### src/rtl/mem_port_arbiter.sv
// Arbitrates one single-port memory between the fetch port and the data port (data has priority).
// Optional fetch anti-starvation guard: define ARB_STARVE_GUARD_EN.
module mem_port_arbiter #(
  parameter int unsigned ADDR_W  = 10,
  parameter int unsigned DATA_W  = 32,
  parameter int unsigned MEM_LAT = 2
`ifdef ARB_STARVE_GUARD_EN
  ,
  parameter int unsigned STARVE_MAX = 4
`endif
) (
  input  logic              clk1,
  input  logic              rst,
  input  logic              if_req,
  input  logic [ADDR_W-1:0] if_addr,
  output logic              if_gnt,
  output logic              if_rvalid,
  output logic [DATA_W-1:0] if_rdata,
  input  logic              dm_req,
  input  logic              dm_we,
  input  logic [ADDR_W-1:0] dm_addr,
  input  logic [DATA_W-1:0] dm_wdata,
  output logic              dm_gnt,
  output logic              dm_rvalid,
  output logic [DATA_W-1:0] dm_rdata,
  output logic              mem_en,
  output logic              mem_we,
  output logic [ADDR_W-1:0] mem_addr,
  output logic [DATA_W-1:0] mem_wdata,
  input  logic [DATA_W-1:0] mem_rdata,
  output logic              busy
);

  localparam int unsigned CNT_W = $clog2(MEM_LAT + 1);

  localparam logic [1:0] S_IDLE   = 2'd0;
  localparam logic [1:0] S_ACCESS = 2'd1;
  localparam logic [1:0] S_WAIT   = 2'd2;
  localparam logic [1:0] S_RESP   = 2'd3;

  logic [1:0]        r_state;
  logic [CNT_W-1:0]  r_cnt;
  logic              r_owner_dm;
  logic              r_we;

  logic [1:0]        w_state_nx;
  logic [CNT_W-1:0]  w_cnt_nx;
  logic              w_owner_dm_nx;
  logic              w_we_nx;
  logic              w_if_gnt_nx;
  logic              w_dm_gnt_nx;
  logic              w_if_rvalid_nx;
  logic              w_dm_rvalid_nx;
  logic [DATA_W-1:0] w_if_rdata_nx;
  logic [DATA_W-1:0] w_dm_rdata_nx;
  logic              w_mem_en_nx;
  logic              w_mem_we_nx;
  logic [ADDR_W-1:0] w_mem_addr_nx;
  logic [DATA_W-1:0] w_mem_wdata_nx;
  logic              w_busy_nx;
  logic              w_arb;
  logic              w_force_if;
  logic              w_grant_dm;
  logic              w_grant_if;

  assign w_arb      = (r_state == S_IDLE) || (r_state == S_RESP);
  assign w_grant_dm = dm_req & ~w_force_if;
  assign w_grant_if = if_req & ~w_grant_dm;

`ifdef ARB_STARVE_GUARD_EN
  localparam int unsigned STARVE_W = $clog2(STARVE_MAX + 1);

  logic [STARVE_W-1:0] r_starve;
  logic [STARVE_W-1:0] w_starve_nx;

  assign w_force_if = if_req && (r_starve >= STARVE_W'(STARVE_MAX));

  // Count data grants that overtook a waiting fetch; any fetch grant or idle fetch port clears it
  always_comb begin
    w_starve_nx = if_req ? r_starve : '0;
    if (w_arb) begin
      if (w_grant_if) begin
        w_starve_nx = '0;
      end else if (w_grant_dm && if_req) begin
        w_starve_nx = r_starve + STARVE_W'(1);
      end
    end
  end

  always_ff @(posedge clk1 or posedge rst) begin
    if (rst) begin
      r_starve <= '0;
    end else begin
      r_starve <= w_starve_nx;
    end
  end
`else
  assign w_force_if = 1'b0;
`endif

  // Next state and next registered outputs
  always_comb begin
    w_state_nx     = r_state;
    w_cnt_nx       = r_cnt;
    w_owner_dm_nx  = r_owner_dm;
    w_we_nx        = r_we;
    w_if_gnt_nx    = 1'b0;
    w_dm_gnt_nx    = 1'b0;
    w_if_rvalid_nx = 1'b0;
    w_dm_rvalid_nx = 1'b0;
    w_if_rdata_nx  = if_rdata;
    w_dm_rdata_nx  = dm_rdata;
    w_mem_en_nx    = 1'b0;
    w_mem_we_nx    = 1'b0;
    w_mem_addr_nx  = mem_addr;
    w_mem_wdata_nx = mem_wdata;
    w_busy_nx      = 1'b0;
    case (r_state)
      S_IDLE, S_RESP: begin
        if (w_grant_dm || w_grant_if) begin
          w_state_nx    = S_ACCESS;
          w_owner_dm_nx = w_grant_dm;
          w_we_nx       = w_grant_dm & dm_we;
          w_dm_gnt_nx   = w_grant_dm;
          w_if_gnt_nx   = w_grant_if;
          w_mem_en_nx   = 1'b1;
          w_mem_we_nx   = w_grant_dm & dm_we;
          w_mem_addr_nx = w_grant_dm ? dm_addr : if_addr;
          if (w_grant_dm) begin
            w_mem_wdata_nx = dm_wdata;
          end
          w_busy_nx     = 1'b1;
        end else begin
          w_state_nx = S_IDLE;
        end
      end
      S_ACCESS: begin
        w_state_nx = S_WAIT;
        w_cnt_nx   = CNT_W'(1);
        w_busy_nx  = 1'b1;
      end
      S_WAIT: begin
        if (r_cnt == CNT_W'(MEM_LAT)) begin
          w_state_nx = S_RESP;
          w_cnt_nx   = '0;
          if (r_owner_dm) begin
            w_dm_rvalid_nx = 1'b1;
            if (!r_we) begin
              w_dm_rdata_nx = mem_rdata;
            end
          end else begin
            w_if_rvalid_nx = 1'b1;
            w_if_rdata_nx  = mem_rdata;
          end
        end else begin
          w_cnt_nx  = r_cnt + CNT_W'(1);
          w_busy_nx = 1'b1;
        end
      end
      default: begin
        w_state_nx = S_IDLE;
      end
    endcase
  end

  always_ff @(posedge clk1 or posedge rst) begin
    if (rst) begin
      r_state    <= S_IDLE;
      r_cnt      <= '0;
      r_owner_dm <= 1'b0;
      r_we       <= 1'b0;
      if_gnt     <= 1'b0;
      dm_gnt     <= 1'b0;
      if_rvalid  <= 1'b0;
      dm_rvalid  <= 1'b0;
      if_rdata   <= '0;
      dm_rdata   <= '0;
      mem_en     <= 1'b0;
      mem_we     <= 1'b0;
      mem_addr   <= '0;
      mem_wdata  <= '0;
      busy       <= 1'b0;
    end else begin
      r_state    <= w_state_nx;
      r_cnt      <= w_cnt_nx;
      r_owner_dm <= w_owner_dm_nx;
      r_we       <= w_we_nx;
      if_gnt     <= w_if_gnt_nx;
      dm_gnt     <= w_dm_gnt_nx;
      if_rvalid  <= w_if_rvalid_nx;
      dm_rvalid  <= w_dm_rvalid_nx;
      if_rdata   <= w_if_rdata_nx;
      dm_rdata   <= w_dm_rdata_nx;
      mem_en     <= w_mem_en_nx;
      mem_we     <= w_mem_we_nx;
      mem_addr   <= w_mem_addr_nx;
      mem_wdata  <= w_mem_wdata_nx;
      busy       <= w_busy_nx;
    end
  end

endmodule

### config.mk
export PLATFORM = sky130hd
export DESIGN_NAME = mem_port_arbiter
export DESIGN_NICKNAME = d
export VERILOG_FILES = /design/src/rtl/mem_port_arbiter.sv
export SDC_FILE = /design/constraint.sdc
export NUM_CORES = 1
export LEC_CHECK = 0
export BUFFER_PORTS_ARGS = -buffer_cell sky130_fd_sc_hd__buf_2
export CAP_MARGIN = 5
export CORE_MARGIN = 8
export CORE_UTILIZATION = 51
export CTS_CLUSTER_SIZE = 12
export DETAILED_ROUTE_END_ITERATION = 16
export MAX_ROUTING_LAYER = met4
export PLACE_DENSITY = 0.85
export RECOVER_POWER = 100
export SYNTH_ARGS = -nofsm -noshare
export SYNTH_HDL_FRONTEND = slang
export SYNTH_SLANG_ARGS = --single-unit
### constraint.sdc
create_clock -name clk1 -period 10.3 [get_ports clk1]
set_clock_uncertainty 0.1 [all_clocks]
set_input_delay 2.06 -clock clk1 [delete_from_list [all_inputs] [get_ports clk1]]
set_output_delay 2.06 -clock clk1 [all_outputs]
set_load 0.1 [all_outputs]
# Word-level counts from Yosys, hierarchy flattened
# Cells that the tools add are included.
# Widths: inputs -> output; s select.
[totals]
ff_bits = 119
inputBits = 89
out_inout_bits = 113
elab_cells = 56
[op_classes]
addsub = 1
n_eq_ne = 5
n_mux = 22
bitwise_logic = 5
n_reduce_logical = 8
[op_table]
columns = ["cell", "n"]
rows = [
  ["$mux 1", 16],
  ["$mux 10", 1],
  ["$eq 2x2->1 const B", 3],
  ["$pmux 2 s3", 1],
  ["$reduce_and 3->1", 2],
  ["$mux 2", 2],
  ["$pmux 2 s2", 1],
  ["$reduce_and 4->1", 1],
  ["$not 1->1", 3],
  ["$pmux 1 s3", 1],
  ["$add 2x1->2 const B", 1],
  ["$and 1x1->1", 2],
  ["$eq 2x1->1 const B", 1],
  ["$logic_not 2->1", 1],
  ["$ne 2x2->1 const B", 1],
  ["$reduce_and 2->1", 1],
  ["$reduce_bool 2->1", 1],
  ["$reduce_or 2->1", 1],
  ["$logic_or 1x1->1", 1],
]

# Logic depth before layout (Yosys ltp)
# Gate-level depths: netlist of run 1.
[depth]
word_depth = 5
mapped_depth = 7
mapped_depth_nobuf = 5

# Worst setup path after synthesis of run 1
# Ideal clock, no wire load.
[synth_timing]
path_type = "input to register"
startpoint = "input port dm_req"
endpoint = "register mem_wdata[0]"
setup_ps = 125
arrival_time_ps = 2852
t_required_ps = 10075
slack_ps = 7222
cell_stages = 4
n_path_buf = 2
path_cell_list = "and2_1 > buf_2 > buf_2 > mux2_2"
[synth_between]
elab_chain_cells = 4
[synth_rtl]
columns = ["element", "line_no", "text"]
rows = [
  ["from (decl)", "19", "input logic dm_req,"],
  ["$not 1->1", "68", "assign w_grant_if = if_req & ~w_grant_dm;"],
  ["$and 1x1->1", "68", ""],
  ["$logic_or 1x1->1", "120", "if (w_grant_dm || w_grant_if) begin"],
  ["$reduce_and 3->1 (no source line) (*)", "-", ""],
  ["to (signal assigned)", "197", "mem_wdata <= w_mem_wdata_nx;"],
  ["to (decl)", "29", "output logic [DATA_W-1:0] mem_wdata,"],
]
# Every way passes the cells marked *; elsewhere a longest branch is shown, timed or not.
# A chain may end at the register's enable or synchronous reset.

# Worst setup path in the final report of run 1
[layout_timing]
startpoint = "input port dm_req"
endpoint = "register mem_wdata[14]"
# Same word-level chain as after synthesis.

==> results.yml, run 1 <==
status:
  status: "complete, but fails checks"
  failed_checks: "max-capacitance violations, max-slew violations"
worst_setup_path:
  critPathCaptureType: "register"
  startpoint_type: "input port"
  critPathArrivalTime_ns: 4.76
  critPathKind: "input port to register"
  worst_ep_required_time_ns: 10.57
  crit_fanout: 25
global_routing:
  grt_overflow: 0
  grt_pass1_wl_mm: 17.3
  grtUsageTotal: 0.179
  grt_max_degree: 66
  antenna_found_initial: 0
  grt_pass1_vias: 3427
floorplanning:
  fp.dieW_um: 110
  coreArea_um2: 8680
  io_pins: 202
  die-area_um2: 12200
  die_h_um: 110
  placementRows: 34
  initial_core_util: 0.524
clock_network:
  path_clk_slew_ns: 0.06
  cts_tree: "done"
  postCtsResizedCells: 0
  cts_buffers: 17
  clock_sink_count: 119
  cts-hold-fix-buffers: 0
  insertion_delay_ns: 0.49
  htree_levels: 4
  root_buffer: "clkbuf_8"
  clockBufferDepth: 2
  post_cts_buffers: 0
placement:
  place_hpwl_mm: 7.97
  pre_cts_ws_ns: 6.44
  dpl_cell_area_um2: 5650
  place.gp.congestion: 0.767
  place.port_buffers: 201
detailed_routing:
  postRouteAntennaNets: 0
  vias: 3073
  drt_iter0_drc: 91
  dr.pass1.iters: 4
  vias_per_cell: 4.94
  wl_mm: 10.8
  wire_per_inst_um: 17.3
  drcViolationCount: 0
synth:
  syn-num-nets: 382
  ys_ff_latch: 119
  yosysUniqueCellTypes: 21
  yosys_warnings: 0
  netlist_instances: 290
  netlist_area_um2: 4550
  avgSynthCellArea_um2: 15.7
  seq_area_frac_synth: 0.655
sta:
  rsz0062_at_grt: "no"
  drv_slew: 74
  hold_violations: 0
  relSlewSlack: -0.694
  setup_violations: 0
  fmax_ghz: 0.223
  fin_ws_ns: 5.81
  fin_setup_tns_ns: 0
  post-route-min-period_ns: 4.49
  period_share: 0.436
  worst_pin_slew_ns: 2.52
final_layout:
  mostFrequentLayoutCells: "119 x dfrtp_1, 119 x clkbuf_1, 94 x mux2_2, 86 x buf_2, 16 x clkbuf_16"
  drive_gt1_frac: 0.416
  antenna_cells: 0
  final_area_um2: 6080
  area_growth_syn_to_layout_pct: 33.7
  final_nets: 593
  post-route-util: 0.701
job:
  drv_cap: 2
hold_path:
  hold_class: "register to register"
[critical path, cell delays in order]
cell      delay, ns
clkbuf_1       0.62
and2_0         0.59
clkbuf_1       1.04
mux2_2         0.43
[metrics by stage]
step                      hold slack, ns  std cells
after floorplan                    0.342        290
after global placement             0.362        590
after detailed placement           0.362        590
after CTS                          0.375        622
after global routing               0.396        622
final                              0.373        622
[synth_stat cells]
library cell | count | area, µm²
a21o_1 | 2 | 15.0
a21oi_1 | 1 | 5.00
mux2_2 | 96 | 1080
mux2i_1 | 11 | 110
nand2_1 | 13 | 48.8
o21ai_0 | 15 | 75.1
buf_2 | 8 | 40.0
nand2b_1 | 1 | 6.26
dfrtp_1 | 119 | 2980
and2b_1 | 1 | 7.51
and3_1 | 2 | 12.5
ha_1 | 3 | 37.5
nand3b_1 | 1 | 7.51
mux2_1 | 2 | 22.5
and2_1 | 1 | 6.26
nor3_4 | 1 | 16.3
nand4b_2 | 1 | 15.0
inv_1 | 5 | 18.8
buf_4 | 5 | 37.5
nor2_1 | 1 | 3.75
clkbuf_1 | 1 | 3.75
[logic make-up after synthesis]
group,Yosys count,synth area share
AO/OA/AOI/OAI,18,0.0209
AND/OR/NAND/NOR,22,0.0272
flip-flops,119,0.655
buffers and inverters,19,0.0220
multiplexers,109,0.267
adder cells (fa/ha/maj),3,0.00825
[layer usage]
metal	up-vias	global-route usage	share of wire
li1	1436	-	-
met1	1521	0.191	0.40
met2	104	0.308	0.54
met3	12	0.0547	0.049
met4	0	0.0631	0.013
met5	-	-	0
[flip-flops by register name, summed over array words and instances (netlist names), 2 cells and up]
register   cells
mem_addr      10
r_cnt          2
mem_wdata     32
if_rdata      32
dm_rdata      32
r_state        2
[area by class of cell]
class | instances | area (µm²)
well taps | 108 | 135
repair buffers | 206 | 885
multi-input cells | 152 | 1450
inverters | 5 | 20.0
clock buffers | 19 | 442
fillers | 703 | 2600
flip-flops and latches | 119 | 2980
clock inverters | 13 | 169
[path summary, 6_finish.rpt]
check                            from            end  slack, ns  cells past startpoint
setup / recovery               dm_req  mem_wdata[14]       5.81                      4
hold / removal                   r_we           r_we       0.37                      1
setup reg to reg           r_state[0]    if_rdata[6]       6.14                      6
hold reg to reg                  r_we           r_we       0.37                      1
max in group asynchronous         rst   if_rdata[23]       6.38                      3
min in group asynchronous         rst  mem_wdata[22]       2.07                      2
Power of run 1 is left out: the tool's default activity adds up to more than one toggle a clock period on the data nets, which glitch-free logic cannot reach.
==> run 2, diff against run 1 <==
- CORE_UTILIZATION: 51 -> 47
- PLACE_DENSITY: 0.85 -> 0.8
- clock period: 10.3 -> 4.2 ns (I/O delays scaled with it)
==> run 2 against run 1 <==
Against the previous run: the flow still finishes with violations (max-capacitance violations, max-slew violations); sequential cell count stayed put; die area grew 7.3%; via count grew 1.1%; highest routed layer unchanged; first-iteration DRC count is 55% higher; register-to-register slack lost 5.0 ns; sequential share of layout area fell by 0.60 points.
==> results.yml, run 2 (synthesized netlist as in run 1, its figures left out) <==
detailed_routing:
  drcViolationCount: 0
  postRouteAntennaNets: 0
  vias_per_cell: 4.79
  vias: 3107
  wire_per_inst_um: 16.9
  drt_iter0_drc: 141
  dr.pass1.iters: 4
  wl_mm: 10.9
floorplanning:
  die_h_um: 114
  coreArea_um2: 9590
  initial_core_util: 0.474
  die-area_um2: 13100
  fp.dieW_um: 114
  placementRows: 36
  io_pins: 202
global_routing:
  grt_pass1_vias: 3451
  use_met2: 0.303
  grt_util_met3: 0.0527
  grt_pass1_wl_mm: 17.6
  met1_usage: 0.190
  grtUsageTotal: 0.179
  grt_overflow: 0
  antenna_found_initial: 0
  grt-busiest-layer: "met2"
  grt_max_degree: 84
sta:
  relSlewSlack: -0.249
  rsz0062_at_grt: "no"
  period_share: 0.719
  post-route-min-period_ns: 3.02
  hold_violations: 0
  fin_hold_ws_ns: 0.379
  worst_pin_slew_ns: 1.87
  drv_slew: 67
  fmax_ghz: 0.331
  fin_setup_tns_ns: 0
  setup_violations: 0
worst_setup_path:
  crit_top_cell: "inv_1"
  crit_family: "buffers and inverters"
  critPathArrivalTime_ns: 3.31
  crit_fanout: 33
  worst-path-buf-inv: 3
  critPathCaptureType: "register"
  startpoint_type: "register"
  worstRegToRegCells: 6
  cp_slowest_stage_delay_ns: 1.36
  crit_chain: "inv_1 -> ha_1 -> inv_1 -> nor3_1 -> clkbuf_1 -> mux2_2"
  cp_slowest_cell: "clkbuf_1"
  critPathKind: "register to register"
  worst_ep_required_time_ns: 4.49
  cp_num_cells: 6
placement:
  post-place-cells: 616
  place.gp.congestion: 0.768
  place_hpwl_mm: 8.13
  place.port_buffers: 201
final_layout:
  final_common_cell: "clkbuf_1"
  final_nets: 594
  largestRegisters: "dm_rdata: 32 flops, if_rdata: 32 flops, mem_wdata: 32 flops"
  antenna_cells: 0
  final_cells: 648
  fill_cells: 807
  area_growth_syn_to_layout_pct: 35.4
  drive_gt1_frac: 0.416
  mostFrequentLayoutCells: "121 x clkbuf_1, 119 x dfrtp_1, 94 x mux2_2, 87 x buf_2, 16 x clkbuf_16"
clock_network:
  clock_sink_count: 119
  cts-hold-fix-buffers: 0
  postCtsResizedCells: 0
  cts_tree: "done"
  root_buffer: "clkbuf_8"
  post_cts_buffers: 0
  htree_levels: 4
  clockBufferDepth: 2
  insertion_delay_ns: 0.51
  path_clk_slew_ns: 0.06
  cts_buffers: 17
job:
  drv_cap: 2
status:
  status: "complete, but fails checks"
  failed_checks: "max-capacitance violations, max-slew violations"
hold_path:
  whs_path_depth: 2
  hold_class: "register to register"
-- run 2: changes by cell type in the layout (fill, tap and decap cells not counted), moves of 2 or more --
| cell | change |
|---|---|
| clkbuf_8 | +4 |
| clkinv_4 | -2 |
| clkbuf_1 | +2 |
| inv_6 | -3 |
| clkinvlp_4 | -3 |
-- run 2: per-layer routing --
metal	share of wire	wire length, µm
met3	0.064	704
met5	0	0
met1	0.39	4230
met4	0.024	260
met2	0.52	5740
-- run 2: path summary, 6_finish.rpt --
check / slack [ns] / end / start
setup / recovery: 1.18 / if_rdata[6] / r_state[0]
hold / removal: 0.38 / mem_addr[3] / mem_addr[3]
setup reg to reg: 1.18 / if_rdata[6] / r_state[0]
hold reg to reg: 0.38 / mem_addr[3] / mem_addr[3]
max in group asynchronous: 2.05 / dm_rdata[19] / rst
min in group asynchronous: 0.47 / mem_wdata[16] / rst
-- run 2: layout make-up --
type | count | area (µm²) | area share
well taps | 133 | 166 | 0.0270
clock inverters | 7 | 138 | 0.0224
inverters | 5 | 21.3 | 0.00346
repair buffers | 207 | 890 | 0.145
flip-flops and latches | 119 | 2980 | 0.484
clock buffers | 25 | 504 | 0.0819
multi-input cells | 152 | 1460 | 0.237
-- run 2: metrics by stage --
| stage | cell area, µm² | worst slack, ns | utilization |
|---|---|---|---|
| 2_1_floorplan | 4550 | 0.103 | - |
| 3_3_place_gp | 5690 | 1.63 | 0.593 |
| 3_5_place_dp | 5690 | 1.56 | 0.593 |
| 4_1_cts | 6330 | 1.84 | 0.660 |
| 5_1_grt | 6160 | 0.894 | 0.642 |
| 6_report | 6160 | 1.18 | 0.642 |
-- run 2: worst register-to-register path: cells and delay by family (launching register included) --
kind | cells | cell delay [ns]
muxes | 1 | 0.47
adders and majority gates | 1 | 0.21
and+or+nand+nor | 1 | 0.21
DFF | 1 | 0.39
buffers and inverters | 3 | 1.52
Power of run 2 is left out for the same reason.
==> run 3, diff against run 2 <==
- ABC_AREA: not set -> 1
- CORE_UTILIZATION: 47 -> 44
- PLACE_DENSITY: 0.8 -> 0.77
- clock period: 4.2 -> 2.7 ns (I/O delays scaled with it)
==> run 3 against run 2 <==
Against the previous run: the run still ends with max-capacitance violations, max-slew violations left; area after synthesis is 10% higher; non-clock buffer count grew 2; critical path depth decreased by 5; utilization is 6.1 points lower; final cell count increased by 43%; die area rose by 15%; sequential share of layout area down 2.9 points; setup slack worse by 0.78 ns; count of clock-buffer cells in the layout fell by 4; routed wire length rose by 28%; global-route usage up 1.4 points; critical path type is now register to output port; critical endpoint is now if_rdata[27].
==> results.yml, run 3 <==
clock_network:
  root_buffer: "clkbuf_16"
  htree_levels: 4
  clockBufferDepth: 2
  cts-hold-fix-buffers: 0
  clock_sink_count: 119
  cts_tree: "done"
  insertion_delay_ns: 0.39
  post_cts_buffers: 0
  path_clk_slew_ns: 0.06
  cts_buffers: 17
  postCtsResizedCells: 0
detailed_routing:
  postRouteAntennaNets: 0
  dr.pass1.iters: 5
  drcViolationCount: 0
  wire_per_inst_um: 15.2
  wl_mm: 14.0
  drt_iter0_drc: 382
  vias: 4468
  vias_per_cell: 4.83
final_layout:
  largestRegisters: "dm_rdata: 32 flops, if_rdata: 32 flops, mem_wdata: 32 flops"
  antenna_cells: 0
  area_growth_syn_to_layout_pct: 30.8
  final_nets: 864
  drive_gt1_frac: 0.166
  mostFrequentLayoutCells: "275 x nand2_1, 119 x dfrtp_1, 113 x clkbuf_1, 88 x buf_2, 53 x inv_1"
  fill_cells: 1093
  final_common_cell: "nand2_1"
  final_cells: 925
synth:
  synth_area_leaders: "dfrtp_1 60%, nand2_1 20%, o21bai_1 4.8%, nand4_1 4.0%, inv_1 3.9%"
  synth_top_area_cell: "dfrtp_1"
  ys.flop_type: "dfrtp_1"
  syn-num-nets: 668
  synthArstFlopShare: 1.00
  synth.most_common_cell: "nand2_1"
  synth-edff-count: 0
  netlist_instances: 576
  netlist_area_um2: 5000
  yosys_warnings: 0
  yosysUniqueCellTypes: 19
  ys_ff_latch: 119
  avgSynthCellArea_um2: 8.69
  seq_area_frac_synth: 0.595
  ys_top_cells_by_count: "272 x nand2_1, 119 x dfrtp_1, 52 x inv_1"
  yosys.area.top_type_share: 0.595
floorplanning:
  coreArea_um2: 11300
  placementRows: 39
  die-area_um2: 15000
  die_h_um: 123
  initial_core_util: 0.444
  fp.dieW_um: 123
  io_pins: 202
worst_setup_path:
  r2r_start: "r_state[0]"
  worst_ep_required_time_ns: 2.06
  critPathArrivalTime_ns: 1.66
  critPathKind: "register to output port"
  crit_family: "buffers and inverters"
  cp-startpoint: "if_rdata[27]"
  crit_fanout: 2
  crit_chain: "clkbuf_1"
  startpoint_type: "register"
  cp_slowest_cell: "clkbuf_1"
  reg2reg_slack_ns: 0.61
  worst-path-buf-inv: 1
  cp_slowest_stage_delay_ns: 0.89
  critPathCaptureType: "output port"
placement:
  place.port_buffers: 201
  place_hpwl_mm: 9.59
  post-place-cells: 896
  place.gp.congestion: 0.774
global_routing:
  grt_max_degree: 120
  grt_pass1_vias: 4478
  antenna_found_initial: 0
  grt_pass1_wl_mm: 22.1
  grt_overflow: 0
  grtUsageTotal: 0.193
sta:
  rsz0062_at_grt: "no"
  relSlewSlack: -0.0490
  hold_violations: 0
  period_share: 0.853
  fin_setup_tns_ns: 0
  worst_pin_slew_ns: 1.57
  setup_violations: 0
  fmax_ghz: 0.434
  drv_slew: 120
  post-route-min-period_ns: 2.30
status:
  status: "complete, but fails checks"
  failed_checks: "max-capacitance violations, max-slew violations"
hold_path:
  hold_class: "input port to register"
  hp-start: "dm_wdata[25]"
job:
  drv_cap: 1
-- run 3: cell count changes in the layout (fill, tap and decap cells not counted), moves of 3 or more --
| cell | before | now |
|---|---|---|
| clkbuf_1 | 121 | 113 |
| clkinvlp_4 | 1 | 4 |
| nor2_1 | 1 | 5 |
| mux2_2 | 94 | 0 |
| clkbuf_8 | 7 | 4 |
| o21bai_1 | 0 | 32 |
| nand2_1 | 13 | 275 |
| clkbuf_2 | 0 | 3 |
| mux2i_1 | 11 | 0 |
| mux2_1 | 4 | 0 |
| nand4_1 | 0 | 32 |
| buf_4 | 1 | 4 |
| nand3_1 | 0 | 3 |
| inv_1 | 4 | 53 |
-- run 3: worst register-to-register path, delay by kind of cell, from the launching register on --
| kind | cells | cell delay (ns) |
|---|---|---|
| flip-flops | 1 | 0.37 |
| buffers and inverters | 2 | 0.78 |
| AND/OR/NAND/NOR | 3 | 0.42 |
| adder cells (fa/ha/maj) | 1 | 0.37 |
-- run 3: final timing paths --
path	end	cells after the start
max	if_rdata[27]	1
min	mem_wdata[25]	3
max reg2reg	mem_wdata[20]	6
min reg2reg	mem_addr[2]	2
max in group asynchronous	r_cnt[0]	3
min in group asynchronous	mem_wdata[1]	3
-- run 3: area by class of cell --
type	instances	area [µm²]	share of cell area
Sequential cell	119	2980	0.455
Tap cell	143	179	0.0273
Inverter	56	214	0.0327
Clock inverter	8	123	0.0187
Clock buffer	21	480	0.0734
Timing Repair Buffer	209	917	0.140
Multi-Input combinational cell	369	1650	0.253
-- run 3: metal layers --
metal	up-vias	part of all wire	global-route usage
li1	2181	-	-
met1	2099	0.45	0.244
met2	181	0.47	0.290
met3	7	0.080	0.0621
met4	0	0.0061	0.0602
met5	-	0	-
-- run 3: cells by family after synthesis --
| group | count (synthesis) | synth area share |
|---|---|---|
| buffers and inverters | 88 | 0.0705 |
| AOI/OAI and AO/OA | 48 | 0.0645 |
| adders and majority gates | 3 | 0.00750 |
| DFF | 119 | 0.595 |
| and+or+nand+nor | 318 | 0.262 |
-- run 3: per-stage QoR --
stage / worst slack (ns) / cell area, µm² / utilization / hold WS [ns]
after floorplan: 0.605 / 5010 / - / 0.400
after global placement: 0.920 / 6120 / 0.543 / 0.351
after detailed placement: 0.847 / 6120 / 0.543 / 0.357
after CTS: 0.825 / 6730 / 0.597 / 0.211
after global routing: 0.351 / 6540 / 0.581 / 0.216
final: 0.397 / 6540 / 0.581 / 0.229
Power of run 3 is left out for the same reason.
